$ cat src/rtl/aes_round_ctrl.sv
// aes_round_ctrl: iterative AES round sequencer, one round per cycle over an external round datapath
module aes_round_ctrl #(
    parameter int NR = 10
) (
    input  logic         iClk,
    input  logic         iRst_n,
    input  logic         iStart,
    output logic         oReady,
    input  logic [127:0] iPlaintext,
    output logic [3:0]   oRoundIdx,
    input  logic [127:0] iRoundKey,
    output logic [127:0] oRndState,
    output logic [127:0] oRndKey,
    output logic         oFinalRound,
    input  logic [127:0] iRndResult,
    input  logic         iAbort,
    output logic         oValid,
    output logic [127:0] oCiphertext,
    input  logic         iAck
);
    typedef enum logic [1:0] {IDLE, ROUND, DONE} state_e;
    localparam logic [3:0] NR_L = 4'(NR);
    state_e       state_q;
    logic [3:0]   rnd_q;
    logic [127:0] data_q;
    logic [127:0] ct_q;
    // Sequencer: key-0 whitening on accept, one round per cycle, result held until ack or abort
    always_ff @(posedge iClk or negedge iRst_n) begin
        if (!iRst_n) begin
            state_q <= IDLE;
            rnd_q   <= '0;
            data_q  <= '0;
            ct_q    <= '0;
        end else begin
            case (state_q)
                IDLE: if (iStart) begin
                    data_q  <= iPlaintext ^ iRoundKey;
                    rnd_q   <= 4'd1;
                    state_q <= ROUND;
                end
                ROUND: if (iAbort) begin
                    rnd_q   <= '0;
                    state_q <= IDLE;
                end else begin
                    data_q <= iRndResult;
                    if (rnd_q == NR_L) begin
                        ct_q    <= iRndResult;
                        state_q <= DONE;
                    end else begin
                        rnd_q <= rnd_q + 4'd1;
                    end
                end
                DONE: if (iAck || iAbort) begin
                    rnd_q   <= '0;
                    state_q <= IDLE;
                end
                default: state_q <= IDLE;
            endcase
        end
    end
    assign oReady      = state_q == IDLE;
    assign oValid      = state_q == DONE;
    assign oRoundIdx   = state_q == ROUND ? rnd_q : 4'd0;
    assign oFinalRound = state_q == ROUND && rnd_q == NR_L;
    assign oRndState   = data_q;
    assign oRndKey     = iRoundKey;
    assign oCiphertext = ct_q;
endmodule

$ cat config.mk
export PLATFORM = sky130hd
export DESIGN_NAME = aes_round_ctrl
export DESIGN_NICKNAME = d
export VERILOG_FILES = /design/src/rtl/aes_round_ctrl.sv
export SDC_FILE = /design/constraint.sdc
export NUM_CORES = 1
export LEC_CHECK = 0
export BUFFER_PORTS_ARGS = -buffer_cell sky130_fd_sc_hd__buf_4
export CAP_MARGIN = 20
export CORE_AREA = 10 10 296 298
export DETAILED_ROUTE_END_ITERATION = 6
export DIE_AREA = 0 0 306 308
export GPL_TIMING_DRIVEN = 1
export SYNTH_ARGS = -nofsm -noshare
export SYNTH_HDL_FRONTEND = slang
export SYNTH_SLANG_ARGS = --single-unit
$ cat constraint.sdc
create_clock -name iClk -period 2.35 [get_ports iClk]
set_input_delay 0.47 -clock iClk [delete_from_list [all_inputs] [get_ports iClk]]
set_output_delay 0.47 -clock iClk [all_outputs]
set_load 0.01 [all_outputs]
==> reports/qor.txt, run 1 <==
GR Layer Usage met1 - 0.125
Crit path largest cell delay - 0.41 ns
Placer Congestion - 0.942
Htree depth - 1
DIE AREA - 94200 µm²
HPWL after DPL - 47000 µm
Largest net degree at the start of global routing - 87
WHS - 0.111 ns
Post-synth EDFFs - 0
Syn avg cell area - 10.2 µm²
Clk slew on worst S/H paths - 0.06 ns
Max-slew violations - 0
N_diodes - 0
DR iter-0 viols - 419
Worst Hold Launch - iRndResult[80]
Final WS setup - 0.130 ns
Final wirelength - 56300 µm
Initial antenna violation count - 2
Cts bufs inserted - 30
Power Total - 0.0193 W
WHS Endpoint - oCiphertext[80]
Crit path arrival time - 1.75 ns
Synth cell types - 33
Sink Count - 262
Critical-path top delay cell - dfrtp_1
Met3 usage - 0.0374
Total track usage - 0.111
Ratio of cells with drive above 1 in the final layout - 0.451
Net count, final - 2336
Seq/Total Area, Yosys - 0.504
Yosys top cell area share - 0.504
Pleak - 10.3 nW
Endpoint type of the worst setup path - output pin
Hold violation total from the final report - 0
Total grt overflow - 0
Syn Inst Count - 1275
Port Buffers - 779
Tcrit/Tclk final - 0.945
Die width - 306 µm
First-pass GRT wire length - 80700 µm
Clk_lat worst skew - 0.58 ns
Post-DRT Antenna Nets - 0
I/O pin count - 780
Final setup viols - 0
Std-Cell Rows - 105
Die Ht - 308 µm
Cells along the critical path - inv_1, ha_4, buf_12, and2_1, buf_4
Drt wl/cell - 18.6 µm
Critical Path Fanout Max - 21
Headroom to the max-slew limit - 0.570
Worst Skew - 0.0144 ns
Clock Tree Root - clkbuf_16
Placement Setup Slack - 0.199 ns
Buf/Inv on CP - 3
Status - completed
Startpoint types - flip-flop
Placeable Area - 81600 µm²
Drt drc - 0
Worst R2R End - oCiphertext[74]
Peak Freq - 0.450 GHz
GRT met2 Usage - 0.201
Count leader, synth - dfrtp_1
Final setup TNS - 0 ns
Synth async-reset ratio - 1.00
Top post-synthesis cells by count - 262 x dfrtp_1, 132 x nor2_1, 131 x a21oi_1
CP Class - flip-flop to output pin
Hold Path Class - input pin to flip-flop
Vias - 11367
RSZ-0062 raised after global routing - false
FILL cells - 8779
Crit path time final - 2.22 ns
Req. time, crit path - 1.88 ns
Top FF cell, synth - dfrtp_1
Pwr Density - 939 nW/µm²
GRT busiest layer - met2
Layout Area Growth over Synthesis - 57.6%
VDD IR-drop max - 478 µV
Number of global-route vias before repair - 12214
Resized Gates After CTS - 0
WHS Path Cells - 2
Yosys reg bits - 262
R2r setup slk - 0.17 ns
Syn_nets - 1671
Vias/cell - 3.75
Max_cap viols - 0
Synth top area cells - dfrtp_1 50%, mux2_1 11%, xnor2_1 8.6%
First-pass DRT Iterations - 5
Mapped Area - 13000 µm²
R2R depth - 8
Worst r2r src - state_q[1]
Worst slew pin tran - 0.645 ns
Yosys Warn Count - 0
CTS Buffer Depth - 3
CTS tree - yes
Largest delay share family, worst path - buffers and inverters
Initial Utilization - 0.160
Yosys top cell by area - dfrtp_1
==> power by group <==
group | switching, W | leakage, nW | internal, W
Sequential | 0.000640 | 3.46 | 0.00563
Combinational | 0.00474 | 6.42 | 0.00356
Clock | 0.00192 | 0.465 | 0.00277
Total | 0.00730 | 10.3 | 0.0120
==> final cells by class <==
type | count | area, µm² | share of cell area
Inverter | 4 | 15.0 | 0.000732
Clock buffer | 45 | 878 | 0.0428
Multi-Input combinational cell | 810 | 5170 | 0.252
Sequential cell | 262 | 6560 | 0.320
Timing Repair Buffer | 832 | 6460 | 0.315
Tap cell | 1070 | 1340 | 0.0653
Clock inverter | 7 | 92.6 | 0.00451
==> state kept, by name, indices dropped and copies added, names as in the netlist <==
signal       cells
oRndState      128
rnd_q            4
oCiphertext    128
state_q          2
==> logic make-up (layout without fill, tap and decap cells) <==
logic type,after synthesis,after routing,synth area share
fa+ha+maj,7,7,0.00673
compound gates,268,269,0.105
simple gates,277,277,0.0864
buf+inv,204,888,0.101
xor+xnor,128,128,0.0861
mux,129,129,0.112
flops,262,262,0.504
==> repair_timing <==
item / 4_1_cts / 5_1_grt
buffers inserted: 3 / 1
endpoints found under the hold margin: 46 / 0
pin swaps: 0 / 1
gates cloned: 1 / 1
setup endpoints to repair: 4 / 77
hold buffers: 1 / 0
==> how the worst max path moves through the flow <==
| stage | startpoint | end | cells past startpoint |
|---|---|---|---|
| global placement | state_q[0] | oRndState[70] | 6 |
| detailed placement | state_q[0] | oRndState[66] | 6 |
| floorplan | state_q[0] | oRndState[54] | 10 |
| CTS | rnd_q[0] | oFinalRound | 6 |
| global route | state_q[1] | oRndState[62] | 8 |
| finish | state_q[1] | oRoundIdx[1] | 5 |
==> through the flow <==
step / cells / util / area (µm²)
after global routing: 3030 / 0.251 / 20500
after floorplan: 1275 / - / 13000
after CTS: 3028 / 0.251 / 20500
after global placement: 2971 / 0.239 / 19500
after detailed placement: 2971 / 0.239 / 19500
final: 3030 / 0.251 / 20500
==> per-layer routing <==
| layer | vias up | routed length (µm) |
|---|---|---|
| met1 | 5399 | 22000 |
| met4 | 2 | 1140 |
| met3 | 47 | 4620 |
| met5 | - | 13 |
| met2 | 471 | 28600 |
| li1 | 5448 | - |
==> cell usage in the layout (no fill, tap or decap), drive strengths merged, types with 3 or more instances in the layout <==
cell type | synthesis | layout
clkbuf | 32 | 45
ha | 7 | 7
o31ai | 3 | 3
xnor2 | 128 | 128
buf | 168 | 830
and2 | 5 | 5
clkinvlp | 0 | 3
mux2 | 129 | 129
dfrtp | 262 | 262
nand2 | 128 | 128
inv | 4 | 4
a21oi | 131 | 131
o21ai | 131 | 131
nor2 | 133 | 133
Note: power is estimated with default switching activity, not from simulation.
==> run 2: changes to the inputs <==
Settings changed: RECOVER_POWER set to 25, REMOVE_ABC_BUFFERS set to 1.
==> run 2 against run 1 <==
  * Wire length rose by 6.2%
  * Non-clock buffer count rose by 7
  * Maximum frequency fell by 1.3%
  * Sequential cell count did not move
  * Cell count rose by 0.30%
  * Worst setup slack got worse by 0.029 ns
  * First-iteration DRC count rose by 3.6%
  * Critical path depth did not move
  * Die area did not move
  * Register-to-register slack barely moved
  * Clock power fell by 2%
  * Highest routed layer unchanged
==> reports/qor.txt, run 2 (same netlist as run 1, synthesis figures left out) <==
Number of global-route vias before repair - 12564
Total grt overflow - 0
Clk_lat worst skew - 0.57 ns
Tcrit/Tclk final - 0.957
Largest net degree at the start of global routing - 117
Ratio of cells with drive above 1 in the final layout - 0.387
Die width - 306 µm
RSZ-0062 raised after global routing - false
Vias/cell - 3.76
Initial Utilization - 0.160
First-pass GRT wire length - 85700 µm
Net count, final - 2343
Final setup viols - 0
CTS Buffer Depth - 3
Req. time, crit path - 1.88 ns
Placer Congestion - 0.861
DIE AREA - 94200 µm²
Status - completed
Drt wl/cell - 19.7 µm
Pleak - 9.96 nW
Worst slew pin tran - 0.636 ns
Startpoint types - flip-flop
Drt drc - 0
Worst Skew - 0.0112 ns
Hold Path Class - input pin to flip-flop
CTS tree - yes
Peak Freq - 0.445 GHz
Port Buffers - 779
Layout Area Growth over Synthesis - 54.7%
Max_cap viols - 0
Headroom to the max-slew limit - 0.576
Final wirelength - 59800 µm
VDD IR-drop max - 577 µV
Sink Count - 262
Hold violation total from the final report - 0
Max-slew violations - 0
CP Class - flip-flop to output pin
Final WS setup - 0.101 ns
Placeable Area - 81600 µm²
Crit path time final - 2.25 ns
Utilization after layout - 0.247
DR iter-0 viols - 434
Most common cell after layout, fill and taps aside - buf_4
Placement Setup Slack - 0.354 ns
Htree depth - 1
I/O pin count - 780
Power Total - 0.0199 W
Std-Cell Rows - 105
Crit path arrival time - 1.78 ns
First-pass DRT Iterations - 5
Pwr Density - 991 nW/µm²
Cts bufs inserted - 31
Endpoint type of the worst setup path - output pin
Total track usage - 0.120
Final setup TNS - 0 ns
Vias - 11439
Clk slew on worst S/H paths - 0.06 ns
Post-DRT Antenna Nets - 0
WHS - 0.114 ns
Initial antenna violation count - 6
Die Ht - 308 µm
HPWL after DPL - 48000 µm
Most frequent cells in the layout - 690 x buf_4, 261 x dfrtp_1, 141 x clkbuf_1
Critical Path Fanout Max - 12
Clock Tree Root - clkbuf_16
==> run 2: changes by cell type in the layout (fill, tap and decap cells not counted), sizes merged <==
| cell | previous run | this run |
|---|---|---|
| diode | 0 | 1 |
| buf | 830 | 703 |
| clkbuf | 45 | 177 |
| bufbuf | 1 | 5 |
| a21o | 2 | 1 |
| clkinv | 2 | 6 |
| bufinv | 2 | 1 |
| clkinvlp | 3 | 0 |
==> run 2: area by class of cell <==
class	instances	area, µm²
Clock buffer	47	886
Sequential cell	262	6560
Fill cell	8933	61500
Clock inverter	7	63.8
Timing Repair Buffer	839	6100
Antenna cell	1	2.50
Tap cell	1070	1340
Multi-Input combinational cell	809	5170
Inverter	4	15.0
==> run 2: layer usage <==
| metal | routed length [µm] | up-vias | track usage | share of wire |
|---|---|---|---|---|
| li1 | - | 5458 | - | - |
| met1 | 22600 | 5401 | 0.132 | 0.38 |
| met2 | 30400 | 506 | 0.217 | 0.51 |
| met3 | 5250 | 68 | 0.0393 | 0.088 |
| met4 | 1540 | 6 | 0.0341 | 0.026 |
| met5 | 28 | - | 0 | 0.00047 |
==> run 2: path summary, 6_finish.rpt <==
| path | slack (ns) | from | endpoint | cells after the start |
|---|---|---|---|---|
| max | 0.10 | state_q[1] | oFinalRound | 5 |
| min | 0.11 | iRndResult[54] | oCiphertext[54] | 2 |
| max reg2reg | 0.18 | state_q[1] | oCiphertext[13] | 8 |
| min reg2reg | 0.48 | oRndState[97] | oRndState[97] | 2 |
| max in group asynchronous | 0.98 | iRst_n | oRndState[86] | 3 |
| min in group asynchronous | 0.42 | iRst_n | oCiphertext[119] | 2 |
==> run 2: power by group <==
part	internal [W]	switching (W)	leakage (nW)	total (W)
clock network	0.00267	0.00192	0.469	0.00459
logic	0.00388	0.00521	6.03	0.00909
registers	0.00563	0.000630	3.46	0.00626
total	0.0122	0.00775	9.96	0.0199
==> run 2: timing repair <==
action / 4_1_cts / 5_1_grt
gates cloned: 5 / 0
gates resized for setup: 2 / 3
endpoints found under the setup margin: 5 / 53
hold endpoints to repair: 45 / 0
hold buffers: 1 / 0
buffers inserted: 6 / 0
==> run 2: worst max-delay path, cell delays in order (launching register included) <==
cell and delay (ns):
dfrtp_1 0.42, inv_2 0.10, ha_4 0.21, buf_16 0.18, and2_1 0.16, buf_4 0.14
==> run 2: through the flow <==
stage	std cells	cell area [µm²]
floorplan	1075	11700
global placement	2972	19400
detailed placement	2972	19400
CTS	3038	20600
global route	3038	20100
finish	3039	20100
==> run 3: changes to the inputs <==
Settings changed: CORE_AREA 10 10 296 298 to 10 10 293 295, CTS_BUF_LIST set to sky130_fd_sc_hd__clkbuf_8, DIE_AREA 0 0 306 308 to 0 0 303 305.
==> run 3 against run 2 <==
  * The flow now finishes with violations (max-capacitance violations, max-slew violations)
  * Die area down 1.9%
  * Largest power group unchanged
  * Non-clock buffer count rose by 13
  * First-iteration DRC count down 7.1%
  * Clock power down 1%
  * Clock skew grew 0.0057 ns
  * Sequential cell count is the same
  * Via count rose by 1.6%
  * Sequential share of layout area decreased by 0.98 points
  * Count of clock-buffer cells in the layout increased by 13
  * Register-to-register slack lost 0.07 ns
==> reports/qor.txt, run 3 (same netlist as run 1, synthesis figures left out) <==
Status - finished with violations
Failing checks - max-capacitance violations, max-slew violations
Top sig layer - met5
Crit path time final - 2.24 ns
Met3 wire length - 6090 µm
Endpoint type of the worst setup path - flip-flop
Req. time, crit path - 2.82 ns
Std-Cell Rows - 104
HPWL after DPL - 46600 µm
Port Buffers - 779
Pwr Density - 968 nW/µm²
Most frequent cells in the layout - 812 x buf_4, 262 x dfrtp_1, 132 x nor2_1
Final setup viols - 0
Largest net degree at the start of global routing - 86
Most common cell after layout, fill and taps aside - buf_4
Vias - 11624
Clock Tree Root - clkbuf_8
Htree depth - 2
Startpoint types - flip-flop
Layout Area Growth over Synthesis - 59.5%
Number of global-route vias before repair - 12834
First-pass DRT Iterations - 4
Critical Path Fanout Max - 37
Die Ht - 305 µm
Design Area, Final - 20800 µm²
CTS tree - yes
CP Class - flip-flop to flip-flop
Headroom to the max-slew limit - -0.283
RSZ-0062 raised after global routing - true
Pleak - 10.6 nW
Sink Count - 262
Placeable Area - 79900 µm²
Initial antenna violation count - 3
Drt drc - 0
Crit path arrival time - 2.71 ns
Post-DRT Antenna Nets - 0
Net count, final - 2376
Placer Congestion - 0.858
Hold Path Class - input pin to flip-flop
Max_cap viols - 1
Final wirelength - 60500 µm
Clk_lat worst skew - 0.60 ns
Clk slew on worst S/H paths - 0.06 ns
Ratio of cells with drive above 1 in the final layout - 0.460
Total grt overflow - 0
Die width - 303 µm
Hold violation total from the final report - 0
Peak Freq - 0.447 GHz
Drt wl/cell - 19.7 µm
DR iter-0 viols - 403
Final setup TNS - 0 ns
Tcrit/Tclk final - 0.952
VDD IR-drop max - 368 µV
Utilization after layout - 0.260
First-pass GRT wire length - 84500 µm
Worst Skew - 0.0170 ns
N_diodes - 0
I/O pin count - 780
CTS Buffer Depth - 3
Worst slew pin tran - 1.92 ns
Total track usage - 0.122
M1 WL - 22300 µm
Max-slew violations - 67
Vias/cell - 3.78
Initial Utilization - 0.163
Cts bufs inserted - 50
Routed length on met2 - 30300 µm
Placed Area - 19400 µm²
DIE AREA - 92400 µm²
run 3: cell count changes in the layout (fill, tap and decap cells not counted), moves of 2 or more:
| cell | previous run | this run |
|---|---|---|
| clkbuf_2 | 0 | 11 |
| clkinv_2 | 5 | 8 |
| buf_4 | 690 | 812 |
| buf_12 | 9 | 7 |
| buf_16 | 2 | 4 |
| inv_1 | 2 | 17 |
| clkbuf_1 | 141 | 7 |
| clkbuf_8 | 5 | 60 |
| buf_2 | 0 | 2 |
| clkbuf_16 | 31 | 3 |
run 3: worst max-delay path, stage by stage, from the launching register on:
cell	delay, ns
dfrtp_1	0.40
inv_2	0.10
ha_4	0.20
buf_4	0.13
buf_4	0.20
nand2b_4	0.13
nor2_8	0.14
buf_12	0.15
buf_12	0.22
mux2_1	0.36
run 3: power breakdown:
part | leakage (nW) | internal [W] | switching [W] | total (W)
Combinational | 6.56 | 0.00408 | 0.00522 | 0.00930
Sequential | 3.46 | 0.00563 | 0.000607 | 0.00624
Clock | 0.571 | 0.00251 | 0.00203 | 0.00454
Total | 10.6 | 0.0122 | 0.00786 | 0.0201
run 3: metal layers:
layer | up-vias | track usage
li1 | 5526 | -
met1 | 5474 | 0.132
met2 | 530 | 0.215
met3 | 92 | 0.0447
met4 | 2 | 0.0403
met5 | - | 0
run 3: final timing paths:
kind | from | endpoint | slack [ns] | depth (start not counted)
worst max register to register | state_q[1] | oCiphertext[13] | 0.11 | 9
worst max-delay path | state_q[1] | oCiphertext[13] | 0.11 | 9
min in group asynchronous | iRst_n | oCiphertext[115] | 0.97 | 2
worst min-delay path | iRndResult[117] | oCiphertext[117] | 0.09 | 2
max in group asynchronous | iRst_n | oRndState[83] | 0.23 | 3
worst min register to register | oRndState[118] | oRndState[118] | 0.48 | 2
run 3: layout make-up:
class	count	area, µm²
clock buffer	60	826
multi-input combinational	810	5180
fill	8675	59100
tap	1060	1330
sequential	262	6560
inverter	4	15.0
clock inverter	26	164
timing repair buffer	852	6690
run 3: per-stage QoR:
| step | setup WS (ns) | std cells | hold WS (ns) | total power [W] |
|---|---|---|---|---|
| 2_1_floorplan | -5.45 | 1075 | 0.174 | 0.00926 |
| 3_5_place_dp | 0.282 | 2965 | 0.476 | 0.0148 |
| 5_1_grt | -0.0174 | 3074 | 0.0268 | 0.0216 |
| 4_1_cts | -0.00830 | 3064 | 0.00228 | 0.0204 |
| 3_3_place_gp | 0.286 | 2965 | 0.469 | 0.0146 |
| 6_report | 0.113 | 3074 | 0.0897 | 0.0201 |
run 3: timing repair:
item	4_1_cts	5_1_grt
endpoints found under the setup margin	5	124
pin swaps	1	0
gates cloned	6	3
hold buffers	1	0
resized for setup	5	2
endpoints found under the hold margin	51	0
setup buffers	6	7
